[src/rtl/jump_branch_unit.sv]
// jump_branch_unit
//   Execute-stage control-transfer unit for JAL, JALR and conditional branches.
//   Computes link value, next PC, taken flag and per-result errors, staged in a
//   1-deep valid/ready output register. Keeps a return-address stack (RAS) and
//   flags JALR return mispredictions.
// Ports
//   clk, reset                 clock (rising edge), asynchronous active-high reset
//   in_valid / in_ready        request handshake (in_ready is combinational)
//   op_kind, subfunction_3     0=JAL 1=JALR 2=BRANCH 3=reserved, funct3
//   program_counter, input_register1_value, input_register2_value, immediate
//   rd_index, rs1_index        register indices (write enable, RAS link hints)
//   flush                      discard the staged result
//   out_valid / out_ready      result handshake
//   result_to_write_rd, write_rd_enable, result_to_write_to_pc, take_jump,
//   decoding_error, misaligned_error, ras_prediction_valid, ras_mispredict
module jump_branch_unit #(
  parameter int unsigned XLEN      = 32,
  parameter int unsigned IALIGN    = 32,
  parameter int unsigned RAS_DEPTH = 4
) (
  input  logic            clk,
  input  logic            reset,
  input  logic            in_valid,
  output logic            in_ready,
  input  logic [1:0]      op_kind,
  input  logic [2:0]      subfunction_3,
  input  logic [XLEN-1:0] program_counter,
  input  logic [XLEN-1:0] input_register1_value,
  input  logic [XLEN-1:0] input_register2_value,
  input  logic [XLEN-1:0] immediate,
  input  logic [4:0]      rd_index,
  input  logic [4:0]      rs1_index,
  input  logic            flush,
  output logic            out_valid,
  input  logic            out_ready,
  output logic [XLEN-1:0] result_to_write_rd,
  output logic            write_rd_enable,
  output logic [XLEN-1:0] result_to_write_to_pc,
  output logic            take_jump,
  output logic            decoding_error,
  output logic            misaligned_error,
  output logic            ras_prediction_valid,
  output logic            ras_mispredict
);

  localparam int unsigned PTR_W = (RAS_DEPTH > 1) ? $clog2(RAS_DEPTH) : 1;
  localparam int unsigned CNT_W = $clog2(RAS_DEPTH + 1);

  typedef enum logic [1:0] {
    OP_JAL    = 2'd0,
    OP_JALR   = 2'd1,
    OP_BRANCH = 2'd2,
    OP_RSV    = 2'd3
  } op_kind_e;

  op_kind_e        w_op;
  logic            w_accept;
  logic [XLEN-1:0] w_pc_plus4;
  logic [XLEN-1:0] w_target;
  logic            w_cond;
  logic            w_dec_err;
  logic            w_misaligned;
  logic            w_err;
  logic            w_taken;
  logic            w_is_jump;
  logic            w_rd_link;
  logic            w_rs1_link;
  logic            w_do_push;
  logic            w_do_pop;
  logic            w_pred_valid;
  logic            w_mispredict;
  logic [PTR_W-1:0] w_top_idx;
  logic [PTR_W-1:0] w_next_ptr;

  logic [XLEN-1:0]  r_ras [RAS_DEPTH];
  logic [PTR_W-1:0] r_ras_ptr;
  logic [CNT_W-1:0] r_ras_cnt;

  logic            r_out_valid;
  logic [XLEN-1:0] r_link;
  logic            r_wr_en;
  logic [XLEN-1:0] r_next_pc;
  logic            r_take;
  logic            r_dec_err;
  logic            r_mis_err;
  logic            r_pred_valid;
  logic            r_mispredict;

  assign w_op       = op_kind_e'(op_kind);
  assign in_ready   = !flush && (!r_out_valid || out_ready);
  assign w_accept   = in_valid && in_ready;
  assign w_pc_plus4 = program_counter + XLEN'(4);

  // Target selection, branch condition and decode legality
  always_comb begin
    w_target  = program_counter + immediate;
    w_cond    = 1'b0;
    w_dec_err = 1'b0;
    unique case (w_op)
      OP_JAL:  w_cond = 1'b1;
      OP_JALR: begin
        w_target  = (input_register1_value + immediate) & ~XLEN'(1);
        w_cond    = 1'b1;
        w_dec_err = (subfunction_3 != 3'b000);
      end
      OP_BRANCH: begin
        case (subfunction_3)
          3'b000:  w_cond = (input_register1_value == input_register2_value);
          3'b001:  w_cond = (input_register1_value != input_register2_value);
          3'b100:  w_cond = ($signed(input_register1_value) <  $signed(input_register2_value));
          3'b101:  w_cond = ($signed(input_register1_value) >= $signed(input_register2_value));
          3'b110:  w_cond = (input_register1_value <  input_register2_value);
          3'b111:  w_cond = (input_register1_value >= input_register2_value);
          default: w_dec_err = 1'b1;
        endcase
      end
      default: w_dec_err = 1'b1;
    endcase
  end

  // Misalignment only matters for a transfer that would actually be taken
  assign w_misaligned = (IALIGN == 32) && w_cond && !w_dec_err && w_target[1];
  assign w_err        = w_dec_err || w_misaligned;
  assign w_taken      = w_cond && !w_err;
  assign w_is_jump    = (w_op == OP_JAL) || (w_op == OP_JALR);

  // RAS hints: x1/x5 are link registers
  assign w_rd_link  = (rd_index == 5'd1) || (rd_index == 5'd5);
  assign w_rs1_link = (rs1_index == 5'd1) || (rs1_index == 5'd5);
  assign w_do_push  = w_accept && w_is_jump && !w_err && w_rd_link;
  assign w_do_pop   = w_accept && (w_op == OP_JALR) && !w_err && w_rs1_link &&
                      (!w_rd_link || (rd_index != rs1_index));

  assign w_top_idx  = (r_ras_ptr == '0) ? PTR_W'(RAS_DEPTH - 1) : r_ras_ptr - PTR_W'(1);
  assign w_next_ptr = (r_ras_ptr == PTR_W'(RAS_DEPTH - 1)) ? '0 : r_ras_ptr + PTR_W'(1);

  assign w_pred_valid = w_do_pop && (r_ras_cnt != '0);
  assign w_mispredict = w_pred_valid && (r_ras[w_top_idx] != w_target);

  // Circular RAS; a pop-then-push replaces the top entry in place
  always_ff @(posedge clk or posedge reset) begin
    if (reset) begin
      for (int i = 0; i < int'(RAS_DEPTH); i++) r_ras[i] <= '0;
      r_ras_ptr <= '0;
      r_ras_cnt <= '0;
    end else if (w_pred_valid) begin
      if (w_do_push) begin
        r_ras[w_top_idx] <= w_pc_plus4;
      end else begin
        r_ras_ptr <= w_top_idx;
        r_ras_cnt <= r_ras_cnt - CNT_W'(1);
      end
    end else if (w_do_push) begin
      r_ras[r_ras_ptr] <= w_pc_plus4;
      r_ras_ptr        <= w_next_ptr;
      if (r_ras_cnt != CNT_W'(RAS_DEPTH)) r_ras_cnt <= r_ras_cnt + CNT_W'(1);
    end
  end

  // 1-deep output stage; flush wins over a pending consume
  always_ff @(posedge clk or posedge reset) begin
    if (reset) begin
      r_out_valid  <= 1'b0;
      r_link       <= '0;
      r_wr_en      <= 1'b0;
      r_next_pc    <= '0;
      r_take       <= 1'b0;
      r_dec_err    <= 1'b0;
      r_mis_err    <= 1'b0;
      r_pred_valid <= 1'b0;
      r_mispredict <= 1'b0;
    end else if (flush) begin
      r_out_valid <= 1'b0;
    end else if (w_accept) begin
      r_out_valid  <= 1'b1;
      r_link       <= w_pc_plus4;
      r_wr_en      <= w_is_jump && !w_err && (rd_index != 5'd0);
      r_next_pc    <= w_taken ? w_target : w_pc_plus4;
      r_take       <= w_taken;
      r_dec_err    <= w_dec_err;
      r_mis_err    <= w_misaligned;
      r_pred_valid <= w_pred_valid;
      r_mispredict <= w_mispredict;
    end else if (out_ready) begin
      r_out_valid <= 1'b0;
    end
  end

  assign out_valid             = r_out_valid;
  assign result_to_write_rd    = r_link;
  assign write_rd_enable       = r_wr_en;
  assign result_to_write_to_pc = r_next_pc;
  assign take_jump             = r_take;
  assign decoding_error        = r_dec_err;
  assign misaligned_error      = r_mis_err;
  assign ras_prediction_valid  = r_pred_valid;
  assign ras_mispredict        = r_mispredict;

endmodule

[config.mk]
export PLATFORM = sky130hd
export DESIGN_NAME = jump_branch_unit
export DESIGN_NICKNAME = d
export VERILOG_FILES = /design/src/rtl/jump_branch_unit.sv
export SDC_FILE = /design/constraint.sdc
export NUM_CORES = 1
export LEC_CHECK = 0
export BUFFER_PORTS_ARGS = -buffer_cell sky130_fd_sc_hd__buf_4
export CELL_PAD_IN_SITES_DETAIL_PLACEMENT = 1
export CELL_PAD_IN_SITES_GLOBAL_PLACEMENT = 2
export CORE_UTILIZATION = 37
export CTS_BUF_LIST = sky130_fd_sc_hd__clkbuf_16
export CTS_CLUSTER_SIZE = 24
export DETAILED_ROUTE_END_ITERATION = 7
export GPL_TIMING_DRIVEN = 0
export PLACE_DENSITY = 0.92
export SLEW_MARGIN = 30
export SYNTH_ARGS = -nofsm -noshare
export SYNTH_HDL_FRONTEND = slang
export SYNTH_SLANG_ARGS = --single-unit
[constraint.sdc]
create_clock -name clk -period 9.49 [get_ports clk]
set_input_delay 2.847 -clock clk [delete_from_list [all_inputs] [get_ports clk]]
set_output_delay 2.847 -clock clk [all_outputs]
set_load 0.1 [all_outputs]
==> summary.txt, run 1 <==
Yosys
  • Mapped cell area: 14,300 µm²
  • Syn Area/Cell: 9.70 µm²
  • Post-synth EDFFs: 0
  • Synthesized flop and latch total: 204
  • Post-synth ARST share: 1.00
  • Post-synthesis cell count: 1,478
  • Cell variety after synth: 71
  • Dominant synthesized flop cell: dfrtp_1
  • Mapped Nets: 1,728
  • Seq/Total Area, Yosys: 0.356
  • Synth warn: 0

Timing
  • Max-slew violations: 0
  • Setup TNS: 0 ns
  • Fin. Hold Viols: 0
  • Fin worst setup slack: 2.57 ns
  • WHS: 0.484 ns
  • Pin slew with the least headroom to its limit: 1.06 ns
  • Fin crit period: 6.92 ns
  • Final period util: 0.729
  • FMAX: 145 MHz
  • Worst rel slew slack: 0.294
  • Final setup viols: 0
  • RSZ-0062 raised after global routing: no
  • Clock Skew: 0.0238 ns

Min path
  • HP Class: reg2reg
  • Cell depth of the worst min-delay path: 2

CTS
  • CTS buffer count: 21
  • Post-CTS sizing: 0
  • Hold-fix buffers, CTS: 0
  • Maximum clock path buffer count: 3
  • Worst-path clk slew: 0.06 ns
  • Clk Latency, worst-skew pair: 0.50 ns
  • TritonCTS clock tree: built
  • Postcts setup bufs: 0
  • Clk root buf: clkbuf_16
  • Clock Sinks: 204
  • H-tree levels: 1

Worst setup path
  • Critical Path Max Stage Delay: 0.60 ns
  • Top delay family on crit path: compound AO/OA/AOI/OAI gates
  • CP Data Required Time: 9.88 ns
  • Top cell by count, worst path: nand4_1
  • WP depth: 13
  • Worst Path Buf+Inv: 2
  • CP Capture Type: flop
  • Startpoint Class: primary input
  • WS Path Type: in2reg
  • CP max stage cell: o21ai_2
  • Depth of the most critical reg-to-reg path: 12
  • CP Data Arrival Time: 7.30 ns
  • Crit-path cells: buf_4, ha_1, nand4_1, nor4_1, nand4_1, xor2_1, o311ai_0, a41oi_1, a21oi_1, nor2_1, o21ai_2, buf_2, mux2_2
  • CP max FO: 10

Finish
  • # diodes: 0
  • Area Growth Syn to Fin: 21.1%
  • Final nets: 1,970
  • Share of cells above drive strength 1: 0.256
  • Most frequent cells in the layout: buf_4, dfrtp_1, nand2_1, mux2_2, o21ai_0
  • Fill count: 4,379
  • Most common cell after layout, fill and taps aside: buf_4

Power
  • Power Density: 174 nW/µm²
  • Max VDD drop: 0.126 mV
  • Leak: 0.00825 µW

GRT
  • First-pass GRT wire length: 79.4 mm
  • Initial antenna violation count: 0
  • Total GRT Usage: 0.265
  • Vias in the first global route: 13.5k
  • Global route overflow: 0
  • Largest net degree at the start of global routing: 96

Die
  • # IOs: 220
  • FP Rows: 71
  • Initial Util: 0.378
  • Die X: 199 µm
  • Core area: 37,900 µm²
  • Die Span Y: 199 µm
  • DIE AREA: 39,500 µm²

Placed design
  • Buffers added on ports: 216
  • Pre-CTS WS: 2.02 ns
  • Dpl hpwl: 40.5 mm
  • Placer Congestion: 0.897

Route
  • Drt drc: 0
  • Post-Route WL: 52.5 mm
  • Via count: 12.8k
  • Post-DR wirelength/cell: 23.4 µm
  • DRT antenna net count: 0
  • Via-per-instance ratio: 5.68
  • DR iter-0 viols: 671
  • Drt first pass iters: 5

Status
  • Outcome: finished, final reports clean

Job
  • Max-cap violation count: 0
[sequential cells by signal, summed over array words and instances, names as in the netlist]
register / count
ras_prediction_valid: 1
out_valid: 1
r_ras_ptr: 2
result_to_write_rd: 32
r_ras: 128
take_jump: 1
result_to_write_to_pc: 32
r_ras_cnt: 3
ras_mispredict: 1
misaligned_error: 1
write_rd_enable: 1
decoding_error: 1
[final timing paths]
kind / start / to / slack (ns)
max in group asynchronous: reset / r_ras_cnt[0] / 6.02
worst min-delay path: ras_prediction_valid / ras_prediction_valid / 0.48
worst max register to register: r_ras_ptr[0] / ras_mispredict / 4.82
min in group asynchronous: reset / result_to_write_to_pc[20] / 2.27
worst max-delay path: input_register1_value[31] / r_ras[67] / 2.57
worst min register to register: ras_prediction_valid / ras_prediction_valid / 0.48
[where the power goes]
| part | switching (µW) | internal (µW) | leakage [µW] |
|---|---|---|---|
| sequential | 51.2 | 939 | 0.00272 |
| clock | 349 | 485 | 0.000344 |
| combinational | 857 | 345 | 0.00519 |
[stage by stage]
step | total power (µW) | area [µm²] | util | instances
CTS | 3030 | 17400 | 0.457 | 2245
floorplan | 1840 | 14300 | - | 1478
detailed placement | 2200 | 16700 | 0.440 | 2208
finish | 3030 | 17400 | 0.457 | 2245
global route | 3140 | 17400 | 0.457 | 2245
global placement | 2170 | 16600 | 0.437 | 2205
[cell type report]
type                            instances  area [µm²]  share of cell area
Inverter                               55         214              0.0123
Sequential cell                       204        5100               0.294
Tap cell                              511         639              0.0368
Buffer                                 68         273              0.0157
Clock inverter                         16         153             0.00880
Multi-Input combinational cell       1151        8760               0.505
Timing Repair Buffer                  219        1680              0.0969
Clock buffer                           21         526              0.0303
[layer usage]
| metal | vias up | GRT usage | part of all wire |
|---|---|---|---|
| li1 | 5850 | - | - |
| met1 | 6470 | 0.342 | 0.43 |
| met2 | 348 | 0.460 | 0.49 |
| met3 | 86 | 0.0329 | 0.047 |
| met4 | 0 | 0.0809 | 0.029 |
| met5 | - | 0 | 0 |
[cells by family (layout without fill, tap and decap cells)]
group,count (synthesis),in the layout,share of synthesized area
AOI/OAI and AO/OA,368,368,0.158
adders and majority gates,102,102,0.0901
xor gates and xnor gates,124,124,0.0767
muxes,179,179,0.165
buffers and inverters,123,379,0.0333
DFF,204,204,0.356
and+or+nand+nor,378,378,0.121
[synth_stat cells, drive strengths merged (10+ instances only)]
master / count / area (µm²)
dfrtp: 204 / 5100
mux2i: 14 / 140
buf: 14 / 67.6
a31oi: 14 / 93.8
o211ai: 10 / 75.1
inv: 55 / 206
clkbuf: 54 / 203
xnor2: 72 / 631
a21oi: 99 / 495
mux2: 133 / 1500
o21ai: 133 / 669
a21o: 39 / 293
a211oi: 11 / 82.6
nand4: 24 / 150
xor2: 51 / 447
nand2: 162 / 608
nand3: 29 / 145
nor3: 17 / 85.1
nor2: 85 / 322
ha: 100 / 1250
mux4: 32 / 721
[tightest hold or removal path, delay by kind of cell (launching register included)]
kind | cells | cell delay [ns]
flops | 1 | 0.35
simple gates | 2 | 0.10
No activity file was read; power rests on OpenSTA's default activity.
==> inputs of run 2 (changes only) <==
clock period = 6.7 ns   (was 9.49 ns; I/O delays follow)
==> summary.txt, run 2 (synthesis gave the netlist of run 1 again) <==
Timing
  • Max-slew violations: 0
  • Worst rel slew slack: 0.301
  • Pin slew with the least headroom to its limit: 1.04 ns
  • Clock Skew: 0.00745 ns
  • Final setup viols: 0
  • Setup TNS: 0 ns
  • RSZ-0062 raised after global routing: no
  • FMAX: 168 MHz
  • Final period util: 0.888
  • Fin crit period: 5.95 ns
  • Fin. Hold Viols: 0

Route
  • Via-per-instance ratio: 5.61
  • Post-Route WL: 51.1 mm
  • DRT antenna net count: 0
  • DR iter-0 viols: 704
  • Via count: 12.6k
  • Drt drc: 0
  • Drt first pass iters: 4
  • Post-DR wirelength/cell: 22.7 µm

Finish
  • Register with the most flip-flops: r_ras
  • Final Util: 0.459
  • Most common cell after layout, fill and taps aside: buf_4
  • Area Growth Syn to Fin: 21.5%
  • Post-route cell area: 17,400 µm²
  • # diodes: 0
  • Final non-filler cell total: 2,248
  • Max reg flops: 128
  • Final nets: 1,975
  • Most frequent cells in the layout: buf_4, dfrtp_1, nand2_1, mux2_2, o21ai_0
  • Share of cells above drive strength 1: 0.257

Die
  • Core area: 37,900 µm²
  • DIE AREA: 39,500 µm²
  • Die X: 199 µm
  • # IOs: 220
  • FP Rows: 71
  • Initial Util: 0.378
  • Die Span Y: 199 µm

Placed design
  • Placer Congestion: 0.922
  • Dpl hpwl: 40.9 mm
  • Buffers added on ports: 216
  • Placed cell count: 2,213
  • Placement Cell Area: 16,800 µm²

CTS
  • Hold-fix buffers, CTS: 0
  • Worst-path clk slew: 0.07 ns
  • TritonCTS clock tree: built
  • Maximum clock path buffer count: 3
  • Postcts setup bufs: 0
  • Post-CTS sizing: 0
  • Clock Sinks: 204
  • CTS buffer count: 21
  • H-tree levels: 1
  • Clk root buf: clkbuf_16
  • Clk Latency, worst-skew pair: 0.49 ns

Status
  • Outcome: finished, final reports clean

Worst setup path
  • Startpoint Class: primary input
  • CP Data Arrival Time: 6.32 ns
  • CP Data Required Time: 7.07 ns
  • CP Capture Type: flop
  • CP max FO: 10
  • WS Path Type: in2reg

GRT
  • Largest net degree at the start of global routing: 30
  • Global route overflow: 0
  • Vias in the first global route: 13.5k
  • Total GRT Usage: 0.258
  • First-pass GRT wire length: 77.3 mm
  • Initial antenna violation count: 0

Power
  • Power Total: 4220 µW
  • Max VDD drop: 0.170 mV
  • Power Density: 243 nW/µm²
  • Leak: 0.00828 µW

Min path
  • HP Class: reg2reg

Job
  • Max-cap violation count: 0
## run 2: cell types whose count changed in the layout (fill, tap and decap cells not counted), moves of 2 or more
cell,previous run,this run
clkinv_2,4,2
buf_12,0,6
inv_1,57,59
clkinvlp_4,1,3
clkinv_1,4,2
## run 2: final timing paths
path | from | end | slack, ns | cells past startpoint
worst max-delay path | input_register1_value[31] | r_ras[78] | 0.75 | 13
worst min register to register | write_rd_enable | write_rd_enable | 0.48 | 2
worst max register to register | r_ras_ptr[0] | ras_mispredict | 1.97 | 12
min in group asynchronous | reset | result_to_write_rd[24] | 1.59 | 2
worst min-delay path | write_rd_enable | write_rd_enable | 0.48 | 2
max in group asynchronous | reset | ras_prediction_valid | 3.71 | 7
## run 2: cell type report
type,count,area [µm²]
Buffer,68,273
Clock buffer,21,526
Clock inverter,14,120
Fill cell,4320,20500
Inverter,55,210
Multi-Input combinational cell,1151,8760
Sequential cell,204,5100
Tap cell,511,639
Timing Repair Buffer,224,1770
## run 2: metrics by stage
stage / hold slack (ns) / setup WS [ns]
after floorplan: 0.445 / 1.09
after global placement: 0.456 / 0.319
after detailed placement: 0.470 / 0.206
after CTS: 0.484 / 0.680
after global routing: 0.506 / 0.434
final: 0.478 / 0.750
## run 2: where the power goes
part / total [µW] / switching, µW / internal [µW]
logic: 1700 / 1210 / 494
registers: 1400 / 71.1 / 1330
clock network: 1120 / 478 / 645
## run 2: layer usage
metal | GRT usage | wire (µm)
met1 | 0.326 | 22400
met2 | 0.443 | 24600
met3 | 0.0344 | 2110
met4 | 0.102 | 1950
met5 | 0 | 0
## run 2: worst max-delay path, cell delays in order
cell,delay (ns)
buf_4,0.15
ha_1,0.51
nand4_1,0.15
nor4_1,0.55
nand4_1,0.30
xor2_1,0.22
o311ai_0,0.47
a41oi_1,0.10
a21oi_1,0.22
nor2_1,0.19
o21ai_2,0.61
buf_2,0.43
mux2_2,0.40
==> inputs of run 3 (changes only) <==
CORE_MARGIN = 4   (was not set)
PLACE_DENSITY = not set   (was 0.92)
PLACE_DENSITY_LB_ADDON = 0.1   (was not set)
==> summary.txt, run 3 (synthesis gave the netlist of run 1 again) <==
Route
  • DR iter-0 viols: 610
  • Drt first pass iters: 5
  • Via-per-instance ratio: 5.50
  • Drt drc: 0
  • Via count: 12.4k
  • Post-DR wirelength/cell: 22.7 µm
  • DRT antenna net count: 0
  • Post-Route WL: 51.2 mm

GRT
  • Total GRT Usage: 0.239
  • Global route overflow: 0
  • Vias in the first global route: 13.0k
  • Initial antenna violation count: 0
  • Largest net degree at the start of global routing: 30
  • First-pass GRT wire length: 77.6 mm

CTS
  • Post-CTS sizing: 0
  • Maximum clock path buffer count: 3
  • H-tree levels: 1
  • Hold-fix buffers, CTS: 0
  • Clock Sinks: 204
  • Postcts setup bufs: 0
  • Clk root buf: clkbuf_16
  • TritonCTS clock tree: built
  • Worst-path clk slew: 0.06 ns
  • CTS buffer count: 21
  • Clk Latency, worst-skew pair: 0.50 ns

Power
  • Leak: 0.00829 µW
  • Power Density: 242 nW/µm²
  • Max VDD drop: 0.202 mV
  • Power Total: 4220 µW

Timing
  • FMAX: 157 MHz
  • Fin. Hold Viols: 0
  • Clock Skew: 0.0101 ns
  • Worst rel slew slack: 0.355
  • RSZ-0062 raised after global routing: no
  • WHS: 0.478 ns
  • Fin crit period: 6.36 ns
  • Pin slew with the least headroom to its limit: 0.961 ns
  • Final period util: 0.949
  • Final setup viols: 0
  • Max-slew violations: 0

Worst setup path
  • Critical Path Max Stage Delay: 0.67 ns
  • WS Path Type: in2reg
  • CP Capture Type: flop
  • CP Data Arrival Time: 6.74 ns
  • Depth of the most critical reg-to-reg path: 12
  • Top delay family on crit path: simple AND/OR/NAND/NOR gates
  • Crit-path cells: buf_4, ha_1, nand4_1, nor4_1, nand4_1, xor2_1, o311ai_0, nor2_1, a21oi_1, nor2_1, o21ai_0, buf_2, buf_2, mux2_2
  • WP depth: 14
  • Startpoint Class: primary input
  • Worst Path Buf+Inv: 3
  • CP max FO: 10
  • CP max stage cell: nor4_1
  • CP Data Required Time: 7.08 ns

Finish
  • Share of cells above drive strength 1: 0.260
  • Max reg flops: 128
  • Area Growth Syn to Fin: 21.8%
  • Final nets: 1,976
  • Post-route cell area: 17,500 µm²
  • Register with the most flip-flops: r_ras
  • Final Util: 0.460
  • # diodes: 0
  • Fill count: 4,373
  • Most common cell after layout, fill and taps aside: buf_4
  • Most frequent cells in the layout: buf_4, dfrtp_1, nand2_1, mux2_2, o21ai_0
  • Final non-filler cell total: 2,251
  • Multi-input gate area: 8760 µm²
  • FF+latch area: 5100 µm²

Placed design
  • Placement Cell Area: 16,800 µm²
  • Placed cell count: 2,214
  • Placer Congestion: 0.917
  • Dpl hpwl: 41.8 mm
  • Buffers added on ports: 216

Min path
  • HP Class: reg2reg
  • Cell depth of the worst min-delay path: 2

Die
  • DIE AREA: 42,000 µm²
  • Initial Util: 0.378
  • FP Rows: 71
  • Die X: 205 µm
  • Die Span Y: 205 µm
  • Core area: 37,900 µm²
  • # IOs: 220

Status
  • Outcome: finished, final reports clean

Job
  • Max-cap violation count: 0
## run 3: tightest hold or removal path, cell delays in order, from the launching register on
cell     delay, ns
dfrtp_1       0.34
nand2_1       0.05
o21ai_0       0.06
## run 3: path summary, 6_finish.rpt
path / startpoint / to / slack (ns)
min in group asynchronous: reset / result_to_write_rd[31] / 1.62
setup reg to reg: r_ras_ptr[0] / ras_mispredict / 2.47
hold reg to reg: r_ras[2] / r_ras[2] / 0.48
max in group asynchronous: reset / result_to_write_to_pc[4] / 3.56
hold / removal: r_ras[2] / r_ras[2] / 0.48
setup / recovery: input_register1_value[31] / r_ras[3] / 0.34
## run 3: power by group
part | switching, µW | internal, µW
clock | 503 | 619
combinational | 1200 | 496
sequential | 68.6 | 1330
total | 1770 | 2440
## run 3: area by class of cell
class | count | share of cell area
repair buffers | 225 | 0.104
plain buffers | 68 | 0.0157
clock inverters | 16 | 0.00724
multi-input cells | 1151 | 0.502
well taps | 511 | 0.0366
flip-flops and latches | 204 | 0.293
clock buffers | 21 | 0.0301
inverters | 55 | 0.0120
## run 3: stage by stage
stage	TNS, ns	setup slack [ns]
floorplan	0	1.09
global placement	-0.870	-0.0962
detailed placement	-3.48	-0.176
CTS	0	0.325
global route	0	0.188
finish	0	0.343
## run 3: layer usage
| metal | track usage | routed length (µm) |
|---|---|---|
| met5 | 0 | 0 |
| met4 | 0.0452 | 912 |
| met3 | 0.0217 | 2050 |
| met2 | 0.401 | 24200 |
| met1 | 0.340 | 24000 |
